$ cat src/rtl/imm_encoder_pkg.sv
`default_nettype none
// +----------------------------------------------------------------------------+
// | Package     : imm_pkg                                                      |
// | Description : Shared types, constants and the single-cycle encode helper   |
// |               for the immediate encoder (inverse of the immediate          |
// |               extender).                                                   |
// | Contents    : imm_src_t (ImmSrc modes), state_t (FSM states), result_t,    |
// |               DATA_W/IMM_W/ROT_STEPS, eval_direct() for modes 00/01/10.    |
// | Revision    : 1.0  initial release                                         |
// +----------------------------------------------------------------------------+
package imm_pkg;

  localparam int DATA_W    = 32;
  localparam int IMM_W     = 24;
  localparam int ROT_STEPS = 16;

  typedef enum logic [1:0] {
    IMM_ZX8  = 2'b00,
    IMM_ZX12 = 2'b01,
    IMM_BR24 = 2'b10,
    IMM_ROT  = 2'b11
  } imm_src_t;

  typedef enum logic [1:0] {
    IDLE   = 2'd0,
    EVAL   = 2'd1,
    SEARCH = 2'd2,
    DONE   = 2'd3
  } state_t;

  typedef struct packed {
    logic             fits;
    logic [IMM_W-1:0] imm;
    logic [3:0]       rot;
  } result_t;

  // Encodes the non-rotated modes. A non-encodable value returns all zeros,
  // so imm/rot are already forced to 0 whenever fits is 0.
  function automatic result_t eval_direct(input logic [DATA_W-1:0] v,
                                          input imm_src_t          src);
    result_t res;
    res = '{default: '0};
    case (src)
      IMM_ZX8: begin
        if (v[31:8] == 24'd0) begin
          res.fits = 1'b1;
          res.imm  = {16'd0, v[7:0]};
        end
      end
      IMM_ZX12: begin
        if (v[31:12] == 20'd0) begin
          res.fits = 1'b1;
          res.imm  = {12'd0, v[11:0]};
        end
      end
      IMM_BR24: begin
        // Word aligned, and bits 31:26 are pure sign extension of bit 25.
        if ((v[1:0] == 2'b00) && ((v[31:25] == 7'h00) || (v[31:25] == 7'h7F))) begin
          res.fits = 1'b1;
          res.imm  = v[25:2];
        end
      end
      default: res = '{default: '0};
    endcase
    return res;
  endfunction

endpackage
`default_nettype wire

$ cat src/rtl/imm_encoder_if.sv
`default_nettype none
// +----------------------------------------------------------------------------+
// | Interface   : imm_encoder_if                                               |
// | Description : Request/response bundle of the immediate encoder.            |
// | Signals     : in_valid/in_ready/value/imm_src  request side                |
// |               out_valid/out_ready/imm/rot/fits response side               |
// | Modports    : master (requester), slave (encoder)                          |
// | Revision    : 1.0  initial release                                         |
// +----------------------------------------------------------------------------+
interface imm_encoder_if;

  logic                        in_valid;
  logic                        in_ready;
  logic [imm_pkg::DATA_W-1:0]  value;
  imm_pkg::imm_src_t           imm_src;
  logic                        out_valid;
  logic                        out_ready;
  logic [imm_pkg::IMM_W-1:0]   imm;
  logic [3:0]                  rot;
  logic                        fits;

  modport master (
    output in_valid, value, imm_src, out_ready,
    input  in_ready, out_valid, imm, rot, fits
  );

  modport slave (
    input  in_valid, value, imm_src, out_ready,
    output in_ready, out_valid, imm, rot, fits
  );

endinterface
`default_nettype wire

$ cat src/rtl/imm_encoder_rot_check.sv
`default_nettype none
// +----------------------------------------------------------------------------+
// | Module      : rot_check                                                    |
// | Description : Combinational test of one rotation candidate. The value is   |
// |               encodable with rotation r when ROL(value, 2r) fits in 8 bits.|
// | Ports       : value [31:0] in  target value                                |
// |               r     [3:0]  in  rotation candidate                          |
// |               hit          out candidate encodes the value                 |
// |               imm8  [7:0]  out low byte of the rotated value               |
// | Revision    : 1.0  initial release                                         |
// +----------------------------------------------------------------------------+
module rot_check
  import imm_pkg::*;
(
  input  logic [DATA_W-1:0] value,
  input  logic [3:0]        r,
  output logic              hit,
  output logic [7:0]        imm8
);

  logic [4:0]            shamt;
  logic [2*DATA_W-1:0]   dbl;
  logic [DATA_W-1:0]     rolled;

  // Rotate-left via a doubled word: the upper half after the shift is ROL.
  assign shamt  = {r, 1'b0};
  assign dbl    = {value, value} << shamt;
  assign rolled = dbl[2*DATA_W-1:DATA_W];
  assign hit    = (rolled[31:8] == 24'd0);
  assign imm8   = rolled[7:0];

endmodule
`default_nettype wire

$ cat src/rtl/imm_encoder.sv
`default_nettype none
// +----------------------------------------------------------------------------+
// | Module      : imm_encoder                                                  |
// | Description : Finds the 24-bit immediate field that the immediate extender |
// |               maps back to a 32-bit target, and reports whether it exists. |
// | Ports       : clk    in  rising-edge clock                                 |
// |               reset  in  synchronous active-high reset                     |
// |               bus    imm_encoder_if.slave request/response bundle          |
// | Config      : IMM_ENC_FAST_EN - rotated mode checks all 16 rotations in    |
// |               parallel (result at t+1); undefined uses one rotator and an  |
// |               iterative search (result at t+2+r, or t+17 on no hit).       |
// | Revision    : 1.0  initial release                                         |
// +----------------------------------------------------------------------------+
module imm_encoder
  import imm_pkg::*;
(
  input  logic         clk,
  input  logic         reset,
  imm_encoder_if.slave bus
);

  state_t            state;
  logic [DATA_W-1:0] value_q;
  logic [3:0]        cnt;
  logic              out_valid_q;
  logic              fits_q;
  logic [IMM_W-1:0]  imm_q;
  logic [3:0]        rot_q;
  result_t           direct_res;

  assign bus.in_ready  = (state == IDLE) & ~reset;
  assign bus.out_valid = out_valid_q;
  assign bus.imm       = imm_q;
  assign bus.rot       = rot_q;
  assign bus.fits      = fits_q;

  // Single-cycle modes are evaluated from the live request in the accept
  // cycle, so the registered result is visible at t+1.
  assign direct_res = eval_direct(bus.value, bus.imm_src);

`ifdef IMM_ENC_FAST_EN
  logic [ROT_STEPS-1:0] hit_vec;
  logic [7:0]           imm8_vec [ROT_STEPS];
  result_t              rot_res;
  result_t              accept_res;

  for (genvar g = 0; g < ROT_STEPS; g++) begin : g_rot
    rot_check u_rot_check (
      .value (bus.value),
      .r     (4'(g)),
      .hit   (hit_vec[g]),
      .imm8  (imm8_vec[g])
    );
  end

  // Descending scan so the lowest hitting rotation is the one that sticks.
  always_comb begin
    rot_res = '{default: '0};
    for (int i = ROT_STEPS - 1; i >= 0; i--) begin
      if (hit_vec[i]) begin
        rot_res.fits = 1'b1;
        rot_res.imm  = {16'd0, imm8_vec[i]};
        rot_res.rot  = 4'(i);
      end
    end
  end

  assign accept_res = (bus.imm_src == IMM_ROT) ? rot_res : direct_res;
`else
  logic       srch_hit;
  logic [7:0] srch_imm8;

  rot_check u_rot_check (
    .value (value_q),
    .r     (cnt),
    .hit   (srch_hit),
    .imm8  (srch_imm8)
  );
`endif

  always_ff @(posedge clk) begin
    if (reset) begin
      state       <= IDLE;
      value_q     <= '0;
      cnt         <= 4'd0;
      out_valid_q <= 1'b0;
      fits_q      <= 1'b0;
      imm_q       <= '0;
      rot_q       <= 4'd0;
    end else begin
      case (state)
        IDLE: begin
          if (bus.in_valid) begin
            value_q <= bus.value;
            cnt     <= 4'd0;
`ifdef IMM_ENC_FAST_EN
            fits_q      <= accept_res.fits;
            imm_q       <= accept_res.imm;
            rot_q       <= accept_res.rot;
            out_valid_q <= 1'b1;
            state       <= DONE;
`else
            if (bus.imm_src == IMM_ROT) begin
              state <= SEARCH;
            end else begin
              fits_q      <= direct_res.fits;
              imm_q       <= direct_res.imm;
              rot_q       <= direct_res.rot;
              out_valid_q <= 1'b1;
              state       <= DONE;
            end
`endif
          end
        end
`ifndef IMM_ENC_FAST_EN
        SEARCH: begin
          if (srch_hit) begin
            fits_q      <= 1'b1;
            imm_q       <= {16'd0, srch_imm8};
            rot_q       <= cnt;
            out_valid_q <= 1'b1;
            state       <= DONE;
          end else if (cnt == 4'(ROT_STEPS - 1)) begin
            fits_q      <= 1'b0;
            imm_q       <= '0;
            rot_q       <= 4'd0;
            out_valid_q <= 1'b1;
            state       <= DONE;
          end else begin
            cnt <= cnt + 4'd1;
          end
        end
`endif
        DONE: begin
          if (bus.out_ready) begin
            out_valid_q <= 1'b0;
            state       <= IDLE;
          end
        end
        default: state <= IDLE;
      endcase
    end
  end

endmodule
`default_nettype wire
$ cat src/flat_wrapper.sv
// flat-port wrapper written by rule: the top's interface ports become plain ports
module imm_encoder_flat import imm_pkg::*;
  (clk, reset, bus_in_valid, bus_value, bus_imm_src, bus_out_ready, bus_in_ready, bus_out_valid, bus_imm, bus_rot, bus_fits);
  imm_encoder_if bus_i ();
  input  logic clk;
  input  logic reset;
  input wire logic [$bits(bus_i.in_valid)-1:0] bus_in_valid;
  input wire logic [$bits(bus_i.value)-1:0] bus_value;
  input wire logic [$bits(bus_i.imm_src)-1:0] bus_imm_src;
  input wire logic [$bits(bus_i.out_ready)-1:0] bus_out_ready;
  output wire logic [$bits(bus_i.in_ready)-1:0] bus_in_ready;
  output wire logic [$bits(bus_i.out_valid)-1:0] bus_out_valid;
  output wire logic [$bits(bus_i.imm)-1:0] bus_imm;
  output wire logic [$bits(bus_i.rot)-1:0] bus_rot;
  output wire logic [$bits(bus_i.fits)-1:0] bus_fits;
  assign bus_i.in_valid = bus_in_valid;
  assign bus_i.value = bus_value;
  assign bus_i.imm_src = bus_imm_src;
  assign bus_i.out_ready = bus_out_ready;
  assign bus_in_ready = bus_i.in_ready;
  assign bus_out_valid = bus_i.out_valid;
  assign bus_imm = bus_i.imm;
  assign bus_rot = bus_i.rot;
  assign bus_fits = bus_i.fits;
  imm_encoder u_core (.clk(clk), .reset(reset), .bus(bus_i));
endmodule
$ cat config.mk
export PLATFORM = sky130hd
export DESIGN_NAME = imm_encoder_flat
export DESIGN_NICKNAME = d
export VERILOG_FILES = /design/src/rtl/imm_encoder_pkg.sv /design/src/rtl/imm_encoder_if.sv /design/src/rtl/imm_encoder_rot_check.sv /design/src/rtl/imm_encoder.sv /design/src/flat_wrapper.sv
export SDC_FILE = /design/constraint.sdc
export NUM_CORES = 1
export LEC_CHECK = 0
export CORE_MARGIN = 3
export CORE_UTILIZATION = 35
export CTS_CLUSTER_SIZE = 30
export DETAILED_ROUTE_END_ITERATION = 7
export PLACE_DENSITY_LB_ADDON = 0.12
export SLEW_MARGIN = 40
export SYNTH_ARGS = -nofsm -noshare
export SYNTH_HDL_FRONTEND = slang
export SYNTH_SLANG_ARGS = --single-unit
$ cat constraint.sdc
create_clock -name clk -period 3.4 [get_ports clk]
set_input_delay 0.51 -clock clk [delete_from_list [all_inputs] [get_ports clk]]
set_output_delay 0.51 -clock clk [all_outputs]
set_load 0.02 [all_outputs]
Yosys cells after proc, flatten, opt, wreduce, memory -nomap -nowiden. Cells that the tools add are included.

Shift operators: 1. Multiplexer cells: 35. Eq/ne operators: 13. $add $sub $neg: 1. Bitwise logic cells: 2. Reduce and logical (&&, ||, !) cells: 16.

Operators with widths (count): 24-bit 2-to-1 mux (4); 25-bit 2-to-1 mux (3); 25-bit case mux with 3 select lines (1); 64-bit by 5-bit left shift with 64-bit output (1); 24-bit logical NOT (2); 24-bit case mux with 2 select lines (1); 4-bit 2-to-1 mux (7); 20-bit logical NOT (1); 4-bit case mux with 2 select lines (2); 1-bit 2-to-1 mux (10); 2-bit != test, second input constant (5); 2-bit == test, second input constant (4); 2-bit 2-to-1 mux (4); 4-bit AND reduction (2); 7-bit == test, second input constant (1); 7-bit logical NOT (1); 2-bit logical NOT (3); 2-bit case mux with 3 select lines (1); 5-bit AND reduction (1); 4-bit by 1-bit adder with 4-bit output, second input constant (1); 4-bit == test, second input constant (1); 3-bit by 1-bit != test with 1-bit output, second input constant (1); 1-bit case mux with 3 select lines (1); 3-bit AND reduction (1); other kinds (9) (9).

Bits in registers: 68. Output and inout bits: 31. Bits of input ports: 38. Word-level logic and storage cells: 75.

Logic depth before layout (Yosys ltp). Gate-level depths: netlist (run 1).

Word-level depth: 8. Mapped depth: 11. Depth with buffers taken out: 7.

Cells and area by module. Synthesis (run 1) repeated with hierarchy kept, for this count alone.

Cell total of the unflattened synthesis: 472. Area, all modules: 3936.3 um2.

By module, submodules not included: imm_encoder (times used 1, cells each 303, area each 2722.6 um2); rot_check (times used 1, cells each 169, area each 1213.7 um2).

Least setup slack after synthesis (run 1). Ideal clock, no wire load.

Path type: reg2reg. Start: register u_core.cnt[1]. End: register u_core.rot_q[0], in the netlist u_core.bus.rot[0]. Setup slack: 0.749 ns. Library setup time: 0.117 ns. Period minus slack after synthesis: 2.651 ns. Data required time: 3.283 ns. Arrival time: 2.533 ns. Cell stages (with the launch flop): 10. Path through: dfxtp_1 buf_6 mux4_2 mux2_4 nor3_2 o221ai_2 a221oi_4 nor2_4 buf_6 a32o_1.

Longest elaborated chain between the ends: 4. Elaborated cells between the ends (all ways): 7. Those cells by class: eq/ne: 2; shift: 1; mux: 2; reduce/logical: 2.

RTL lines: start, declared (line imm_encoder.sv:24) `logic [3:0] cnt;`; start signal, assigned (line imm_encoder.sv:130) `cnt <= cnt + 4'd1;`; 64-bit by 5-bit left shift with 64-bit output (line imm_encoder_rot_check.sv:27) `assign dbl = {value, value} << shamt;`; 24-bit logical NOT (line imm_encoder_rot_check.sv:29) `assign hit = (rolled[31:8] == 24'd0);`; 3-bit by 1-bit != test with 1-bit output (no source line) or 4-bit 2-to-1 mux (tied branches); 4-bit AND reduction (no source line) or 4-bit case mux with 2 select lines (tied branches); end signal, assigned (line imm_encoder.sv:108) `rot_q <= direct_res.rot;`; end signal, assigned (line imm_encoder.sv:120) `rot_q <= cnt;`; end, declared (line imm_encoder.sv:28) `logic [3:0] rot_q;`.

Parallel ways exist; a longest one is shown, timed or not. A chain may end at the register's enable or synchronous reset.

Final worst setup path (run 1).
Start: register u_core.cnt[2]. End: register u_core.cnt[3].

Longest elaborated chain between the ends: 4. Elaborated cells between the ends (all ways): 10. Those cells by class: add/sub: 1; eq/ne: 3; shift: 1; mux: 3; reduce/logical: 2.

RTL lines (line): 64-bit by 5-bit left shift with 64-bit output or 4-bit by 1-bit adder with 4-bit output (tied branches) (imm_encoder_rot_check.sv:27, imm_encoder.sv:130); 24-bit logical NOT or 4-bit 2-to-1 mux (tied branches) (imm_encoder_rot_check.sv:29, imm_encoder.sv:123); 2-bit != test (no source line) or 4-bit 2-to-1 mux (tied branches); 4-bit AND reduction (no source line) or 4-bit case mux with 2 select lines (tied branches).

Parallel ways exist; a longest one is shown, timed or not. The select of a mux whose other input is x is not followed.

==> results of run 1 <==
## final cells by class
cell class,count,area [sq um]
clock buffer,9,225.2
clock inverter,7,75.07
fill,1237,6529
inverter,6,22.52
multi-input combinational,376,2764
sequential,68,1363
tap,168,210.2
timing repair buffer,97,923.4
## layer usage
layer	GRT usage	routed length [microns]
met4	0.06813	289
met1	0.2915	6585
met2	0.3270	6799
met5	0	0
met3	0.04950	832
## worst paths after layout
check                                          from                                 to  slack (ns)
hold / removal    u_core.bus.out_valid$_SDFFE_PP0P_  u_core.bus.out_valid$_SDFFE_PP0P_        0.48
hold reg to reg   u_core.bus.out_valid$_SDFFE_PP0P_  u_core.bus.out_valid$_SDFFE_PP0P_        0.48
setup reg to reg         u_core.cnt[2]$_SDFFE_PP0P_         u_core.cnt[3]$_SDFFE_PP0P_        0.26
setup / recovery         u_core.cnt[2]$_SDFFE_PP0P_         u_core.cnt[3]$_SDFFE_PP0P_        0.26
## state kept, by name (all words and copies together) (netlist names)
| register | count |
|---|---|
| u_core.bus.imm | 24 |
| u_core.bus.out_valid | 1 |
| u_core.cnt | 4 |
| u_core.state | 2 |
| u_core.bus.rot | 4 |
| u_core.bus.fits | 1 |
| u_core.value_q | 32 |
## stage by stage
| step | utilization | area, sq um | power [W] | worst slack [ns] | std cells |
|---|---|---|---|---|---|
| 2_1_floorplan | - | 4379 | 0.001301 | 0.7491 | 490 |
| 3_3_place_gp | 0.4362 | 5283 | 0.001521 | 0.3545 | 715 |
| 3_5_place_dp | 0.4362 | 5283 | 0.001527 | 0.3276 | 715 |
| 4_1_cts | 0.4610 | 5583 | 0.002478 | 0.3181 | 731 |
| 5_1_grt | 0.4610 | 5583 | 0.002576 | 0.07536 | 731 |
| 6_report | 0.4610 | 5583 | 0.002458 | 0.2564 | 731 |
## synth_stat cells, drive strengths merged (5+ instances only)
| library cell | number | area share |
|---|---|---|
| o22ai | 5 | 0.0071 |
| a211oi | 13 | 0.025 |
| clkbuf | 21 | 0.018 |
| buf | 19 | 0.037 |
| o21ai | 10 | 0.012 |
| mux4 | 27 | 0.14 |
| a22o | 12 | 0.024 |
| a21oi | 57 | 0.065 |
| dfxtp | 68 | 0.31 |
| mux2i | 5 | 0.011 |
| o31ai | 8 | 0.014 |
| nand2 | 77 | 0.066 |
| nor4 | 6 | 0.0086 |
| a22oi | 8 | 0.014 |
| nor3b | 5 | 0.0097 |
| nor3 | 36 | 0.042 |
| a32o | 15 | 0.034 |
| nor2 | 26 | 0.024 |
| inv | 5 | 0.0043 |
## logic make-up after synthesis
kind of cell,after synthesis,synth area share
buffers and inverters,46,0.05971
adder cells (fa/ha/maj),1,0.002857
AO/OA/AOI/OAI,153,0.2557
flip-flops,68,0.3109
XOR/XNOR,2,0.004001
AND/OR/NAND/NOR,186,0.2097
multiplexers,34,0.1571
## critical path: stages (launching register included)
cell and delay (ns):
dfxtp_1 0.81, inv_1 0.46, nand2_1 0.19, nor4b_1 0.08, o21ai_1 0.49, a221oi_2 0.11, buf_4 0.20, or4_1 0.50
a211oi_1 0.22
## power breakdown
part | switching, W | internal (W)
clock network | 0.000371 | 0.000571
registers | 0.0000781 | 0.000846
logic | 0.000326 | 0.000265
total | 0.000775 | 0.00168
==> results.sh, run 1 <==
export IMPL_final_cell_mix="nand2_1 (77), clkdlybuf4s50_1 (68), dfxtp_1 (67), a21oi_1 (57), nor3_1 (35)"
export IMPL_clock_latency_ns=0.33
export IMPL_final_common_cell="nand2_1"
export IMPL_num_vias=4338
export IMPL_dominantRegCellSynth="dfxtp_1"
export IMPL_clk_pin_slew_worst_paths_ns=0.06
export IMPL_grt_pass1_wl_microns=23510
export IMPL_start_kind="register"
export IMPL_grt_max_degree=32
export IMPL_crit_fanout=16
export IMPL_hold_class="reg2reg"
export IMPL_rsz0062_at_grt="false"
export IMPL_die_height_microns=117.9
export IMPL_synth_cell_types=69
export IMPL_power_leakage_nw=1.850
export IMPL_drive_gt1_frac=0.1687
export IMPL_grt_use_total=0.2111
export IMPL_worstPathArrival_ns=3.40
export IMPL_synth_edff_count=0
export IMPL_final_nets=597
export IMPL_drv_cap=0
export IMPL_grt_overflow_total=0
export IMPL_crit_required_ns=3.65
export IMPL_initial_core_util=0.3616
export IMPL_detail_route_antenna_nets=0
export IMPL_ff2ff_path_depth=8
export IMPL_ys_ff_latch=68
export IMPL_coreArea_sq_um=12110
export IMPL_fin_crit_sh=0.9246
export IMPL_drt_iter0_drc=374
export IMPL_n_antenna_cell=0
export IMPL_endpoint_kind="register"
export IMPL_finalWeightedCongestion=0.9062
export IMPL_hold_buffers=0
export IMPL_cts_root_buffer="clkbuf_16"
export IMPL_syn_nets=529
export IMPL_syn_area_sq_um=4379
export IMPL_period_minus_slack_ns=3.144
export IMPL_setup_worst_path_class="reg2reg"
export IMPL_yosys_warnings=0
export IMPL_hold_viol=0
export IMPL_cts_buffers=9
export IMPL_finalClockSkew_ns=0.004757
export IMPL_routed_wl_microns=14510
export IMPL_worst_pin_slew_ns=0.7520
export IMPL_cts_resized=0
export IMPL_pin_count=69
export IMPL_vias_per_cell=5.934
export IMPL_h_tree_depth=3
export IMPL_ys_seq_area_frac=0.3109
export IMPL_fmax_mhz=318.1
export IMPL_dieArea_sq_um=13890
export IMPL_finalSetupTns_ns=0
export IMPL_slew_headroom=0.4980
export IMPL_drv_slew=0
export IMPL_first_global_vias=4262
export IMPL_holdWs_ns=0.4821
export IMPL_post_cts_setup_buffers=0
export IMPL_die_x_microns=117.9
export IMPL_drtPass1Iterations=5
export IMPL_area_growth_syn_to_layout_pct=27.49
export IMPL_wl_per_cell_microns=19.84
export IMPL_hold_path_cell_count=2
export IMPL_num_rows=40
export IMPL_finalSetupViolCount=0
export IMPL_cts_sinks=68
export IMPL_ir_worst_vdd_mv=0.2483
export IMPL_drc=0
export IMPL_synthArstFlopShare=0
export IMPL_cts_tree="yes"
export IMPL_antenna_found_initial=0
export IMPL_syn_avg_cell_area_sq_um=8.937
export IMPL_syn_inst=490
export IMPL_outcome="finished clean"
export IMPL_cts_buffer_depth=2
export IMPL_power_density_nw_per_um2=440.3
export IMPL_io_buffers=68
export IMPL_hpwl_microns=10980
(Power assumes the default switching activity.)
==> run 2: changes to the inputs <==
--- a/config.mk
+++ b/config.mk
@@ -10,6 +10,7 @@
 export CTS_CLUSTER_SIZE = 30
 export DETAILED_ROUTE_END_ITERATION = 7
 export PLACE_DENSITY_LB_ADDON = 0.12
+export RECOVER_POWER = 100
 export SLEW_MARGIN = 40
 export SYNTH_ARGS = -nofsm -noshare
 export SYNTH_HDL_FRONTEND = slang
==> run 2 against run 1 <==
Critical endpoint is now u_core.bus.fits$_SDFFE_PP0P_. Critical path type unchanged. Design area decreased by 0.36%. Sequential cell count is the same. Maximum frequency is 2.6% lower. Largest cell class unchanged.
==> results.sh, run 2 (synthesis results as in run 1) <==
export IMPL_route_met2_wl_microns=6757
export IMPL_pwr_share_seq=0.378
export IMPL_h_tree_depth=3
export IMPL_rsz0062_at_grt="false"
export IMPL_cts_buffers=9
export IMPL_outcome="finished clean"
export IMPL_detail_route_antenna_nets=0
export IMPL_hpwl_microns=10980
export IMPL_clock_latency_ns=0.33
export IMPL_power_leakage_nw=1.941
export IMPL_pin_count=69
export IMPL_power_density_nw_per_um2=439.3
export IMPL_grt_pass1_wl_microns=23510
export IMPL_dr_wl_met3_microns=965
export IMPL_cts_tree="yes"
export IMPL_cts_root_buffer="clkbuf_16"
export IMPL_swShare=0.3158
export IMPL_worst_pin_slew_ns=1.241
export IMPL_drc=0
export IMPL_routed_wl_microns=14470
export IMPL_crit_slowest_cell="dfxtp_1"
export IMPL_cts_buffer_depth=2
export IMPL_n_antenna_cell=0
export IMPL_cts_resized=0
export IMPL_num_rows=40
export IMPL_initial_core_util=0.3616
export IMPL_drt_iter0_drc=361
export IMPL_grt_max_degree=32
export IMPL_post_cts_setup_buffers=0
export IMPL_stdcell_count=731
export IMPL_first_global_vias=4262
export IMPL_io_buffers=68
export IMPL_wl_per_cell_microns=19.79
export IMPL_crit_fanout=16
export IMPL_cpPeakStageDelay_ns=0.80
export IMPL_met1_length_microns=6434
export IMPL_finalSetupTns_ns=0
export IMPL_clk_pin_slew_worst_paths_ns=0.06
export IMPL_hold_class="reg2reg"
export IMPL_internal_power_w=0.001672
export IMPL_dieArea_sq_um=13890
export IMPL_setup_worst_path_class="reg2reg"
export IMPL_period_minus_slack_ns=3.227
export IMPL_drv_slew=0
export IMPL_grt_overflow_total=0
export IMPL_ir_worst_vdd_mv=0.2491
export IMPL_cts_sinks=68
export IMPL_die_height_microns=117.9
export IMPL_switchingPower_w=0.0007716
export IMPL_highest_layer="met4"
export IMPL_top_register="u_core.value_q"
export IMPL_holdWs_ns=0.4764
export IMPL_combPwrFrac=0.237
export IMPL_die_x_microns=117.9
export IMPL_critPathTopFamily="compound AO/OA/AOI/OAI gates"
export IMPL_crit_chain="inv_1 > o311ai_0 > o311a_1 > o221ai_1 > a221oi_4 > buf_4 > nor3_1 > a311oi_1"
export IMPL_coreArea_sq_um=12110
export IMPL_finalSetupViolCount=0
export IMPL_hold_buffers=0
export IMPL_hold_viol=0
export IMPL_drtPass1Iterations=5
export IMPL_antenna_found_initial=0
export IMPL_crit_required_ns=3.63
export IMPL_drive_gt1_frac=0.1616
export IMPL_r2r_slack_ns=0.17
export IMPL_largest_reg_flops=32
export IMPL_endpoint_kind="register"
export IMPL_worstPathArrival_ns=3.46
export IMPL_fmax_mhz=309.9
export IMPL_grt_use_total=0.2111
export IMPL_final_common_cell="nand2_1"
export IMPL_crit_buf_inv=2
export IMPL_power_share_clock=0.386
export IMPL_finalClockSkew_ns=0.005320
export IMPL_finalWeightedCongestion=0.9062
export IMPL_start_kind="register"
export IMPL_area_growth_syn_to_layout_pct=27.03
export IMPL_vias_per_cell=5.947
export IMPL_fin_crit_sh=0.9490
export IMPL_dp_cells=715
export IMPL_drv_cap=0
export IMPL_slew_headroom=0.1725
export IMPL_final_cell_mix="nand2_1 (77), dfxtp_1 (67), a21oi_1 (57), clkdlybuf4s50_1 (36), nor3_1 (35)"
export IMPL_final_nets=597
export IMPL_num_vias=4347
run 2: per-layer routing:
metal | GRT usage | up-vias
met2 | 0.3270 | 171
li1 | - | 2040
met5 | 0 | -
met3 | 0.04950 | 21
met1 | 0.2915 | 2115
met4 | 0.06813 | 0
run 2: path summary, 6_finish.rpt:
path / from / end / depth (start not counted)
setup / recovery: u_core.cnt[2]$_SDFFE_PP0P_ / u_core.bus.fits$_SDFFE_PP0P_ / 8
hold / removal: u_core.bus.out_valid$_SDFFE_PP0P_ / u_core.bus.out_valid$_SDFFE_PP0P_ / 2
setup reg to reg: u_core.cnt[2]$_SDFFE_PP0P_ / u_core.bus.fits$_SDFFE_PP0P_ / 8
hold reg to reg: u_core.bus.out_valid$_SDFFE_PP0P_ / u_core.bus.out_valid$_SDFFE_PP0P_ / 2
run 2: worst reg2reg max path, cell delays in order, from the launching register on:
cell and delay [ns]:
dfxtp_1 0.80, inv_1 0.46, o311ai_0 0.45, o311a_1 0.23
o221ai_1 0.21, a221oi_4 0.41, buf_4 0.27, nor3_1 0.07
a311oi_1 0.22
run 2: power groups by stage:
stage | clock, W | combinational (W) | sequential [W]
2_1_floorplan | 0 | 0.000374 | 0.000926
3_3_place_gp | 0 | 0.000583 | 0.000938
3_5_place_dp | 0 | 0.000588 | 0.000940
4_1_cts | 0.000966 | 0.000590 | 0.000922
5_1_grt | 0.000998 | 0.000632 | 0.000930
6_report | 0.000942 | 0.000578 | 0.000923
run 2: cell type report:
cell class	count	area [sq um]
Fill cell	1239	6549
Tap cell	168	210.2
Clock buffer	9	225.2
Clock inverter	7	75.07
Inverter	6	22.52
Timing Repair Buffer	97	915.9
Sequential cell	68	1363
Multi-Input combinational cell	376	2751
run 2: metrics by stage:
stage	setup slack (ns)	utilization	power, W	instance area, sq um
after detailed placement	0.3276	0.4362	0.001527	5283
after CTS	0.3181	0.4610	0.002478	5583
final	0.1733	0.4593	0.002444	5563
after floorplan	0.7491	-	0.001301	4379
after global placement	0.3545	0.4362	0.001521	5283
after global routing	0.04854	0.4593	0.002561	5563
